`src/rtl/sram_arb_pkg.sv`:
```
// Shared types and default widths for the dual-port SRAM arbiter slice.
package sram_arb_pkg;

  localparam int unsigned ADDR_W_DEF = 9;
  localparam int unsigned DATA_W_DEF = 32;

  typedef enum logic {
    PORT0 = 1'b0,
    PORT1 = 1'b1
  } port_e;

  typedef struct packed {
    logic  valid;
    logic  mid;
    port_e port;
  } rd_entry_t;

endpackage

```
`src/rtl/sram_rd_tracker.sv`:
```
// Read-return pipeline: one lane per SRAM port, each RD_LAT deep, routed to masters at exit.
module sram_rd_tracker
  import sram_arb_pkg::*;
#(
  parameter int unsigned DATA_W = DATA_W_DEF,
  parameter int unsigned RD_LAT = 1
) (
  input  logic                  clk_i,
  input  logic                  rst_i,
  input  rd_entry_t [1:0]       push_i,
  input  logic [DATA_W-1:0]     i_dout0,
  input  logic [DATA_W-1:0]     i_dout1,
  output logic                  m0_rvalid_o,
  output logic [DATA_W-1:0]     m0_rdata_o,
  output logic                  m1_rvalid_o,
  output logic [DATA_W-1:0]     m1_rdata_o
);

  rd_entry_t [1:0][RD_LAT-1:0] pipe_q, pipe_d;
  logic [DATA_W-1:0]           lane_data;

  always_comb begin
    pipe_d = pipe_q;
    for (int unsigned l = 0; l < 2; l++) begin
      pipe_d[l][0] = push_i[l];
      for (int unsigned s = 1; s < RD_LAT; s++) begin
        pipe_d[l][s] = pipe_q[l][s-1];
      end
    end
  end

  always_ff @(posedge clk_i) begin
    if (rst_i) begin
      pipe_q <= '0;
    end else begin
      pipe_q <= pipe_d;
    end
  end

  // Exit is also gated by reset so a read in flight at reset is never returned.
  always_comb begin
    m0_rvalid_o = 1'b0;
    m0_rdata_o  = '0;
    m1_rvalid_o = 1'b0;
    m1_rdata_o  = '0;
    lane_data   = '0;
    for (int unsigned l = 0; l < 2; l++) begin
      lane_data = (pipe_q[l][RD_LAT-1].port == PORT0) ? i_dout0 : i_dout1;
      if (pipe_q[l][RD_LAT-1].valid && !rst_i) begin
        if (pipe_q[l][RD_LAT-1].mid == 1'b0) begin
          m0_rvalid_o = 1'b1;
          m0_rdata_o  = lane_data;
        end else begin
          m1_rvalid_o = 1'b1;
          m1_rdata_o  = lane_data;
        end
      end
    end
  end

endmodule

```
`src/rtl/sram_port_arbiter.sv`:
```
// Steers two requesters onto a 1RW+1R SRAM macro with round-robin write arbitration.
module sram_port_arbiter
  import sram_arb_pkg::*;
#(
  parameter int unsigned ADDR_W = ADDR_W_DEF,
  parameter int unsigned DATA_W = DATA_W_DEF,
  parameter int unsigned RD_LAT = 1
) (
  input  logic                clk_i,
  input  logic                rst_i,
  input  logic                m0_req_i,
  input  logic                m0_we_i,
  input  logic [ADDR_W-1:0]   m0_addr_i,
  input  logic [DATA_W-1:0]   m0_wdata_i,
  input  logic [DATA_W/8-1:0] m0_wmask_i,
  output logic                m0_gnt_o,
  output logic                m0_rvalid_o,
  output logic [DATA_W-1:0]   m0_rdata_o,
  input  logic                m1_req_i,
  input  logic                m1_we_i,
  input  logic [ADDR_W-1:0]   m1_addr_i,
  input  logic [DATA_W-1:0]   m1_wdata_i,
  input  logic [DATA_W/8-1:0] m1_wmask_i,
  output logic                m1_gnt_o,
  output logic                m1_rvalid_o,
  output logic [DATA_W-1:0]   m1_rdata_o,
  output logic                o_csb0,
  output logic                o_web0,
  output logic [DATA_W/8-1:0] o_wmask0,
  output logic [ADDR_W-1:0]   o_waddr0,
  output logic [DATA_W-1:0]   o_din0,
  input  logic [DATA_W-1:0]   i_dout0,
  output logic                o_csb1,
  output logic [ADDR_W-1:0]   o_addr1,
  input  logic [DATA_W-1:0]   i_dout1
);

  localparam int unsigned MW = DATA_W / 8;

  logic [1:0]             rd, wr, we;
  logic [1:0][ADDR_W-1:0] addr;
  logic [1:0][DATA_W-1:0] wdata;
  logic [1:0][MW-1:0]     wmask;

  logic rr_ptr_q, rr_ptr_d;
  logic p0_use, p0_mid, p1_use, p1_mid, other;
  logic p0_wr;
  rd_entry_t [1:0] push;

  assign we    = {m1_we_i, m0_we_i};
  assign rd    = {m1_req_i & ~m1_we_i, m0_req_i & ~m0_we_i};
  assign wr    = {m1_req_i & m1_we_i, m0_req_i & m0_we_i};
  assign addr  = {m1_addr_i, m0_addr_i};
  assign wdata = {m1_wdata_i, m0_wdata_i};
  assign wmask = {m1_wmask_i, m0_wmask_i};

  always_comb begin
    p0_use   = 1'b0;
    p0_mid   = 1'b0;
    p1_use   = 1'b0;
    p1_mid   = 1'b0;
    other    = 1'b0;
    rr_ptr_d = rr_ptr_q;
    if (!rst_i) begin
      if (wr[0] && wr[1]) begin
        p0_use   = 1'b1;
        p0_mid   = rr_ptr_q;
        rr_ptr_d = ~rr_ptr_q;
      end else if (wr[0] || wr[1]) begin
        // Writer owns port0; the other side reads on port1 unless it hits the same word.
        p0_use = 1'b1;
        p0_mid = wr[1];
        other  = ~wr[1];
        if (rd[other] && (addr[other] != addr[p0_mid])) begin
          p1_use = 1'b1;
          p1_mid = other;
        end
      end else if (rd[0] && rd[1]) begin
        p0_use = 1'b1;
        p0_mid = 1'b1;
        p1_use = 1'b1;
        p1_mid = 1'b0;
      end else if (rd[0] || rd[1]) begin
        p1_use = 1'b1;
        p1_mid = rd[1];
      end
    end
  end

  always_ff @(posedge clk_i) begin
    if (rst_i) begin
      rr_ptr_q <= 1'b0;
    end else begin
      rr_ptr_q <= rr_ptr_d;
    end
  end

  always_comb begin
    p0_wr    = p0_use && we[p0_mid];
    o_csb0   = ~p0_use;
    o_web0   = ~p0_wr;
    o_waddr0 = p0_use ? addr[p0_mid] : '0;
    o_wmask0 = p0_wr ? wmask[p0_mid] : '0;
    o_din0   = p0_wr ? wdata[p0_mid] : '0;
    o_csb1   = ~p1_use;
    o_addr1  = p1_use ? addr[p1_mid] : '0;
    m0_gnt_o = (p0_use && !p0_mid) || (p1_use && !p1_mid);
    m1_gnt_o = (p0_use && p0_mid) || (p1_use && p1_mid);
    push[0].valid = p0_use && !p0_wr;
    push[0].mid   = p0_mid;
    push[0].port  = PORT0;
    push[1].valid = p1_use;
    push[1].mid   = p1_mid;
    push[1].port  = PORT1;
  end

  sram_rd_tracker #(
    .DATA_W (DATA_W),
    .RD_LAT (RD_LAT)
  ) u_rd_tracker (
    .clk_i       (clk_i),
    .rst_i       (rst_i),
    .push_i      (push),
    .i_dout0     (i_dout0),
    .i_dout1     (i_dout1),
    .m0_rvalid_o (m0_rvalid_o),
    .m0_rdata_o  (m0_rdata_o),
    .m1_rvalid_o (m1_rvalid_o),
    .m1_rdata_o  (m1_rdata_o)
  );

endmodule

```
`config.mk`:
```
export PLATFORM = sky130hd
export DESIGN_NAME = sram_port_arbiter
export DESIGN_NICKNAME = d
export VERILOG_FILES = /design/src/rtl/sram_arb_pkg.sv /design/src/rtl/sram_rd_tracker.sv /design/src/rtl/sram_port_arbiter.sv
export SDC_FILE = /design/constraint.sdc
export NUM_CORES = 1
export LEC_CHECK = 0
export ABC_AREA = 1
export BUFFER_PORTS_ARGS = -buffer_cell sky130_fd_sc_hd__buf_2
export CAP_MARGIN = 20
export CORE_AREA = 2 2 110 112
export CTS_CLUSTER_DIAMETER = 50
export DETAILED_ROUTE_END_ITERATION = 8
export DIE_AREA = 0 0 112 114
export GPL_TIMING_DRIVEN = 0
export RECOVER_POWER = 50
export SLEW_MARGIN = 5
export SYNTH_ARGS = -nofsm -noshare
export SYNTH_HDL_FRONTEND = slang
export SYNTH_SLANG_ARGS = --single-unit
export TNS_END_PERCENT = 1
```
`constraint.sdc`:
```
create_clock -name clk_i -period 2.4 [get_ports clk_i]
set_clock_uncertainty 0.15 [all_clocks]
set_input_delay 0.48 -clock clk_i [delete_from_list [all_inputs] [get_ports clk_i]]
set_output_delay 0.48 -clock clk_i [all_outputs]
set_load 0.01 [all_outputs]
```
==> flow_metrics.py, run 1 <==
metrics = {
    "critical_path": {
        "setup.worst_path.start_class": "primary input",
        "cp.required_ns": 1.77,
        "slowest_delay_ns": 0.26,
        "crit_cells": 13,
        "crit_fanout": 5,
        "crit_path_end_kind": "output port",
        "path_buf_inv": 5,
        "path_class": "primary input to output port",
        "crit_chain": "buf_8 -> nand2_4 -> nor2_4 -> inv_2 -> or2_4 -> nand3_4 -> nor2_4 -> a21oi_2 -> buf_4 -> nand2_4 -> buf_4 -> nor2_1 -> buf_2",
        "critPathSlowestCell": "or2_4",
        "crit_family": "simple AND/OR/NAND/NOR gates",
        "r2r_cells": 4,
        "arrival_ns": 1.91,
    },
    "job": {
        "maxCapViolCount": 0,
    },
    "synthesis": {
        "avgSynthCellArea_sq_um": 4.78,
        "synth_cell_type_count": 25,
        "synthSimpleGateAreaFrac_pct": 45.7,
        "synth_xor_area_share_pct": 1.09,
        "synth_fa_ha_area_share_pct": 0,
        "synth_compound_area_share_pct": 27.2,
        "synthTopCellsByArea": "nand2_1 30%, o22ai_1 18%, inv_1 14%",
        "ys_seq_area_share_pct": 4.97,
        "yosys_warnings": 0,
        "syn_inst": 505,
        "synth_top_family_by_area": "simple AND/OR/NAND/NOR gates",
        "muxShareOfSynthArea_pct": 0,
        "ys_ff_latch": 6,
        "synth_area_sq_um": 2420,
        "netlist.area_leader.share_pct": 30.3,
        "syn_nets": 665,
        "yosys.area.top_type": "nand2_1",
    },
    "timing": {
        "fin_ws_ns": -0.137,
        "slew_headroom_pct": 65.5,
        "fmax_ghz": 0.394,
        "rsz0062_at_grt": "yes",
        "finalCritPeriodShare_pct": 106,
        "setup_viol_count_final": 67,
        "drv_slew": 0,
        "hold_violations": 0,
        "fin_crit_ns": 2.54,
        "worst_pin_slew_ns": 0.517,
    },
    "pwr": {
        "switching_share_pct": 41.6,
        "intPower_mw": 0.637,
        "clkPwrFrac_pct": 24.3,
        "p_per_area_nw_per_um2": 248,
        "p_leak_nw": 2.89,
        "seq_power_share_pct": 10.0,
        "comb_power_share_pct": 65.8,
        "total_power_mw": 1.09,
        "p_switching_mw": 0.454,
        "irDropWorstVdd_uv": 183,
    },
    "detailed_routing": {
        "antenna_left": 0,
        "drtIter0Drc": 259,
        "vias": 4225,
        "drc": 0,
        "drt-pass1-iter-count": 5,
        "wl_um": 12500,
        "vias_per_cell": 4.42,
        "wire_per_inst_um": 13.1,
    },
    "finish": {
        "mostFrequentLayoutCells": "280 x buf_2, 193 x nand2_1, 83 x inv_1",
        "drive_gt1_share_pct": 46.8,
        "nets": 970,
        "fillerInstances": 1397,
        "final_common_cell": "buf_2",
        "n_antenna_cell": 0,
        "instances_no_fill": 955,
        "synthToLayoutAreaGrowth_pct": 82.1,
    },
    "floorplanning": {
        "io_pins": 285,
        "design.core.area_sq_um": 11700,
        "die_h_um": 114,
        "die_area_sq_um": 12800,
        "die_x_um": 112,
        "start_util_pct": 20.6,
        "num_rows": 40,
    },
    "place": {
        "hpwl_um": 10100,
        "port_buffers": 284,
        "gp_congestion": 0.863,
        "dpl.cell_count": 936,
        "pre_cts_ws_ns": -0.378,
    },
    "global_routing": {
        "grt_pass1_wl_um": 19300,
        "grt_antenna_before_repair": 0,
        "grt_max_degree": 11,
        "grt_overflow_total": 0,
        "first_global_vias": 3898,
        "grtUsageTotal_pct": 18.1,
    },
    "hold_path": {
        "hold_depth": 2,
        "min_path_type": "primary input to flop",
    },
    "status": {
        "status": "finished, violations left",
        "violations": "setup timing",
    },
    "cts": {
        "root_buffer": "clkbuf_16",
        "cts_hold_buf": 0,
        "numCtsBuffers": 3,
        "htree_levels": 1,
        "tritoncts": "yes",
        "clk_pin_slew_ns": 0.03,
        "insertion_delay_ns": 0.23,
        "clock_path_buffers": 2,
        "clock_sinks": 6,
    },
}
## layer usage
| metal | part of all wire, % | GRT usage (%) |
|---|---|---|
| met3 | 9.1 | 3.19 |
| met2 | 50 | 33.7 |
| met5 | 0 | 0 |
| met4 | 0.69 | 3.66 |
| met1 | 40 | 22.0 |
## final timing paths
path | to | slack (ns) | from
setup / recovery | o_wmask0[2] | -0.14 | m0_we_i
hold / removal | u_rd_tracker.pipe_q[2] | 0.29 | m1_we_i
setup reg to reg | u_rd_tracker.pipe_q[1] | 1.21 | rr_ptr_q
hold reg to reg | rr_ptr_q | 0.32 | rr_ptr_q
## final cells by class
cell class                 instances  area [sq um]  area share [%]
timing repair buffer             299          1590            36.1
buffer                            32           224            5.09
tap                              147           184            4.18
sequential                         6           120            2.73
multi-input combinational        375          1860            42.2
clock buffer                       3          75.1            1.71
inverter                          93           352            7.99
## sequential cells by signal, indices dropped and copies added (netlist names)
signal               flops
u_rd_tracker.pipe_q      5
rr_ptr_q                 1
## Yosys cell counts (all sizes together)
library cell	number
a21oi	6
buf	10
clkbuf	22
clkinv	1
dfxtp	6
inv	92
nand2	197
nand3	14
nand4	4
nor2	42
nor3	1
o211ai	1
o21ai	35
o22ai	70
or2	1
xnor2	3
## metrics by stage
stage / cell area, sq um / TNS, ns / hold WS (ns) / utilization (%)
2_1_floorplan: 2420 / 0 / 0.288 / -
5_1_grt: 4400 / -19.92 / 0.296 / 37.6
3_5_place_dp: 4020 / -27.04 / 0.310 / 34.3
6_report: 4400 / -4.39 / 0.289 / 37.6
3_3_place_gp: 4020 / -27.65 / 0.310 / 34.3
4_1_cts: 4360 / -5.66 / 0.286 / 37.2
## repair_timing
action,CTS,global route
setup buffers,14,0
endpoints found under the setup margin,118,122
gates cloned,2,0
endpoints found under the hold margin,0,0
gates resized for setup,42,25
pin swaps,8,3
## cell families (layout without fill, tap and decap cells)
group                     after synthesis  after routing
xor gates and xnor gates                3              3
and+or+nand+nor                       259            260
AOI/OAI and AO/OA                     112            112
DFF                                     6              6
buffers and inverters                 125            427
## power groups by stage
stage	Combinational, mW	Sequential, mW	Clock, mW
4_1_cts	0.712	0.109	0.271
6_report	0.718	0.109	0.265
3_5_place_dp	0.660	0.110	0
5_1_grt	0.804	0.109	0.276
2_1_floorplan	0.363	0.110	0
3_3_place_gp	0.659	0.110	0
Power figures use the tool's default switching activity.
==> inputs of run 2 (changes only) <==
Settings changed: SYNTH_HIERARCHICAL set to 1.
Clock period 2.4 ns to 2.7 ns, I/O delays scaled along.
==> run 2 against run 1 <==
- the flow still finishes with violations (setup timing)
- design area is 21% higher
- largest cell class unchanged
- routed wire length up 25%
- critical endpoint is now o_din0[31]
- register-to-register slack gained 0.04 ns
- first-iteration DRC count grew 97%
- clock power fell by 4%
- core utilization grew 7.8 points
- global-route usage grew 4.4 points
- total power fell by 7.0%
- worst hold slack gained 0.051 ns
- non-clock buffer count increased by 2
==> flow_metrics.py, run 2 <==
metrics = {
    "critical_path": {
        "path_common_cell": "nand2_1",
        "r2r_cells": 9,
        "critPathSlowestCell": "or2_1",
        "timing.rr.end": "u_rd_tracker/pipe_q[1]",
        "r2r-start": "rr_ptr_q",
        "crit_start": "m0_we_i",
        "crit_chain": "buf_2 -> inv_2 -> nand2_1 -> o21ai_2 -> nand2_1 -> or2_1 -> buf_6 -> inv_4 -> buf_6 -> nand2_1 -> nand2_1 -> inv_1 -> nor2_1 -> buf_2",
        "crit_fanout": 10,
        "reg2reg_slack_ns": 1.25,
        "crit_path_end_kind": "output port",
        "slowest_delay_ns": 0.21,
        "setup.worst_path.start_class": "primary input",
        "arrival_ns": 2.05,
        "path_class": "primary input to output port",
        "cp.required_ns": 2.01,
    },
    "hold_path": {
        "hold_depth": 2,
        "min_from": "rr_ptr_q",
        "min_path_type": "flop to flop",
        "min_to": "rr_ptr_q",
    },
    "finish": {
        "largestRegisters": "u_rd_tracker/pipe_q: 6 flops, rr_ptr_q: 1 flops",
        "nets": 1211,
        "mostFrequentLayoutCells": "413 x nand2_1, 294 x buf_2, 94 x inv_1",
        "synthToLayoutAreaGrowth_pct": 52.9,
        "drive_gt1_share_pct": 36.1,
        "finish.utilization_pct": 45.3,
        "largest_register_ffs": 6,
        "fillerInstances": 1402,
        "regMostFlops": "u_rd_tracker/pipe_q",
        "final_common_cell": "nand2_1",
    },
    "cts": {
        "tritoncts": "yes",
        "root_buffer": "clkbuf_16",
        "clk_pin_slew_ns": 0.04,
        "numCtsBuffers": 3,
        "htree_levels": 1,
        "insertion_delay_ns": 0.23,
        "clock_sinks": 7,
        "clock_path_buffers": 2,
    },
    "timing": {
        "setup_viol_count_final": 21,
        "hold_violations": 0,
        "rsz0062_at_grt": "yes",
        "fin_ws_ns": -0.0442,
        "fin_crit_ns": 2.74,
        "slew_headroom_pct": 59.7,
        "finalCritPeriodShare_pct": 102,
        "worst_pin_slew_ns": 0.602,
        "drv_slew": 0,
        "finalSetupTns_ns": -0.247,
        "fmax_ghz": 0.364,
    },
    "pwr": {
        "irDropWorstVdd_uv": 136,
        "p_leak_nw": 3.68,
        "p_switching_mw": 0.441,
        "seq_power_share_pct": 11.0,
        "p_per_area_nw_per_um2": 191,
        "switching_share_pct": 43.5,
        "intPower_mw": 0.573,
        "clkPwrFrac_pct": 25.0,
        "comb_power_share_pct": 64.0,
    },
    "place": {
        "hpwl_um": 12400,
        "port_buffers": 284,
        "gp_congestion": 0.897,
    },
    "synthesis": {
        "synth_cell_type_count": 26,
        "synth_edf_count": 0,
        "avgSynthCellArea_sq_um": 4.58,
        "synth_commonest_cells": "416 x nand2_1, 96 x inv_1, 68 x nand3_1, 30 x nor2_1, 30 x o21ai_0",
        "synth_fa_ha_area_share_pct": 0,
        "yosys.area.top_type": "nand2_1",
        "synth_xor_area_share_pct": 0.757,
        "netlist.area_leader.share_pct": 45.0,
        "yosys_warnings": 6,
        "muxShareOfSynthArea_pct": 0,
        "synth_compound_area_share_pct": 7.24,
        "synthArstFlopShare_pct": 0,
        "syn_nets": 918,
        "ys_seq_area_share_pct": 4.04,
        "synth_top_family_by_area": "simple AND/OR/NAND/NOR gates",
        "synth.most_common_cell": "nand2_1",
        "ys_ff_latch": 7,
        "synthSimpleGateAreaFrac_pct": 66.3,
        "synth_area_sq_um": 3470,
        "synthTopCellsByArea": "nand2_1 45%, inv_1 10%, nand3_1 9.8%",
        "syn_inst": 758,
        "synthFlopType": "dfxtp_1",
    },
    "global_routing": {
        "grtUsageTotal_pct": 22.5,
        "grt_max_degree": 14,
        "grt_overflow_total": 0,
        "grt_pass1_wl_um": 23900,
        "grt_antenna_before_repair": 3,
        "first_global_vias": 4936,
    },
    "floorplanning": {
        "die_area_sq_um": 12800,
        "design.core.area_sq_um": 11700,
        "io_pins": 285,
        "num_rows": 40,
        "die_h_um": 114,
        "start_util_pct": 29.6,
        "die_x_um": 112,
    },
    "detailed_routing": {
        "vias_per_cell": 4.61,
        "vias": 5522,
        "drt-pass1-iter-count": 6,
        "antenna_left": 0,
        "wire_per_inst_um": 13.0,
        "drc": 0,
        "drtIter0Drc": 509,
        "wl_um": 15600,
    },
    "job": {
        "maxCapViolCount": 0,
    },
    "status": {
        "violations": "setup timing",
        "status": "finished, violations left",
    },
}
-- run 2: layout make-up --
type	instances	area (sq um)	area share [%]
multi-input cells	607	2660	50.2
inverters	99	379	7.14
plain buffers	46	418	7.87
clock buffers	4	78.8	1.48
repair buffers	287	1440	27.2
diodes	1	2.50	0.0471
flip-flops and latches	7	140	2.64
well taps	147	184	3.46
-- run 2: kinds of logic after synthesis --
group / after synthesis
AO/OA/AOI/OAI: 48
XOR/XNOR: 3
buffers and inverters: 145
flip-flops: 7
other: 2
AND/OR/NAND/NOR: 553
-- run 2: how the worst max path moves through the flow --
stage | endpoint | slack [ns]
finish | o_din0[31] | -0.04
CTS | o_din0[31] | -0.04
global placement | o_waddr0[0] | -0.18
floorplan | o_din0[22] | 0.22
global route | o_din0[29] | -0.20
detailed placement | o_waddr0[0] | -0.17
-- run 2: per-stage QoR --
step           hold WS, ns  power, mW  std cells  setup WS, ns  cell area, sq um
4_1_cts              0.336       1.01       1196       -0.0449              5250
3_5_place_dp         0.328      0.731       1189        -0.170              5080
6_report             0.340       1.01       1198       -0.0442              5310
3_3_place_gp         0.318      0.731       1189        -0.177              5080
2_1_floorplan        0.294      0.460        758         0.216              3470
5_1_grt              0.376       1.11       1197        -0.195              5310
-- run 2: per-layer routing --
layer / up-vias / global-route usage (%) / part of all wire [%]
li1: 2869 / - / -
met1: 2358 / 26.0 / 39
met2: 273 / 42.9 / 51
met3: 18 / 4.25 / 8.5
met4: 4 / 5.20 / 1.5
met5: - / 0 / 0.15
-- run 2: power groups by stage --
stage / combinational [mW] / sequential [mW] / clock, mW
4_1_cts: 0.641 / 0.111 / 0.260
6_report: 0.650 / 0.111 / 0.254
3_5_place_dp: 0.618 / 0.113 / 0
3_3_place_gp: 0.618 / 0.113 / 0
2_1_floorplan: 0.348 / 0.112 / 0
5_1_grt: 0.732 / 0.112 / 0.266
-- run 2: repair_timing --
action,in CTS,in global routing
resized for setup,24,16
setup buffers,2,0
hold buffers,0,0
pin swaps,2,0
gates cloned,1,1
endpoints found under the setup margin,56,57
-- run 2: worst max-delay path: cells and delay by family --
| kind | cells | cell delay (ns) |
|---|---|---|
| AOI/OAI and AO/OA | 1 | 0.13 |
| buffers and inverters | 7 | 0.78 |
| and+or+nand+nor | 6 | 0.59 |
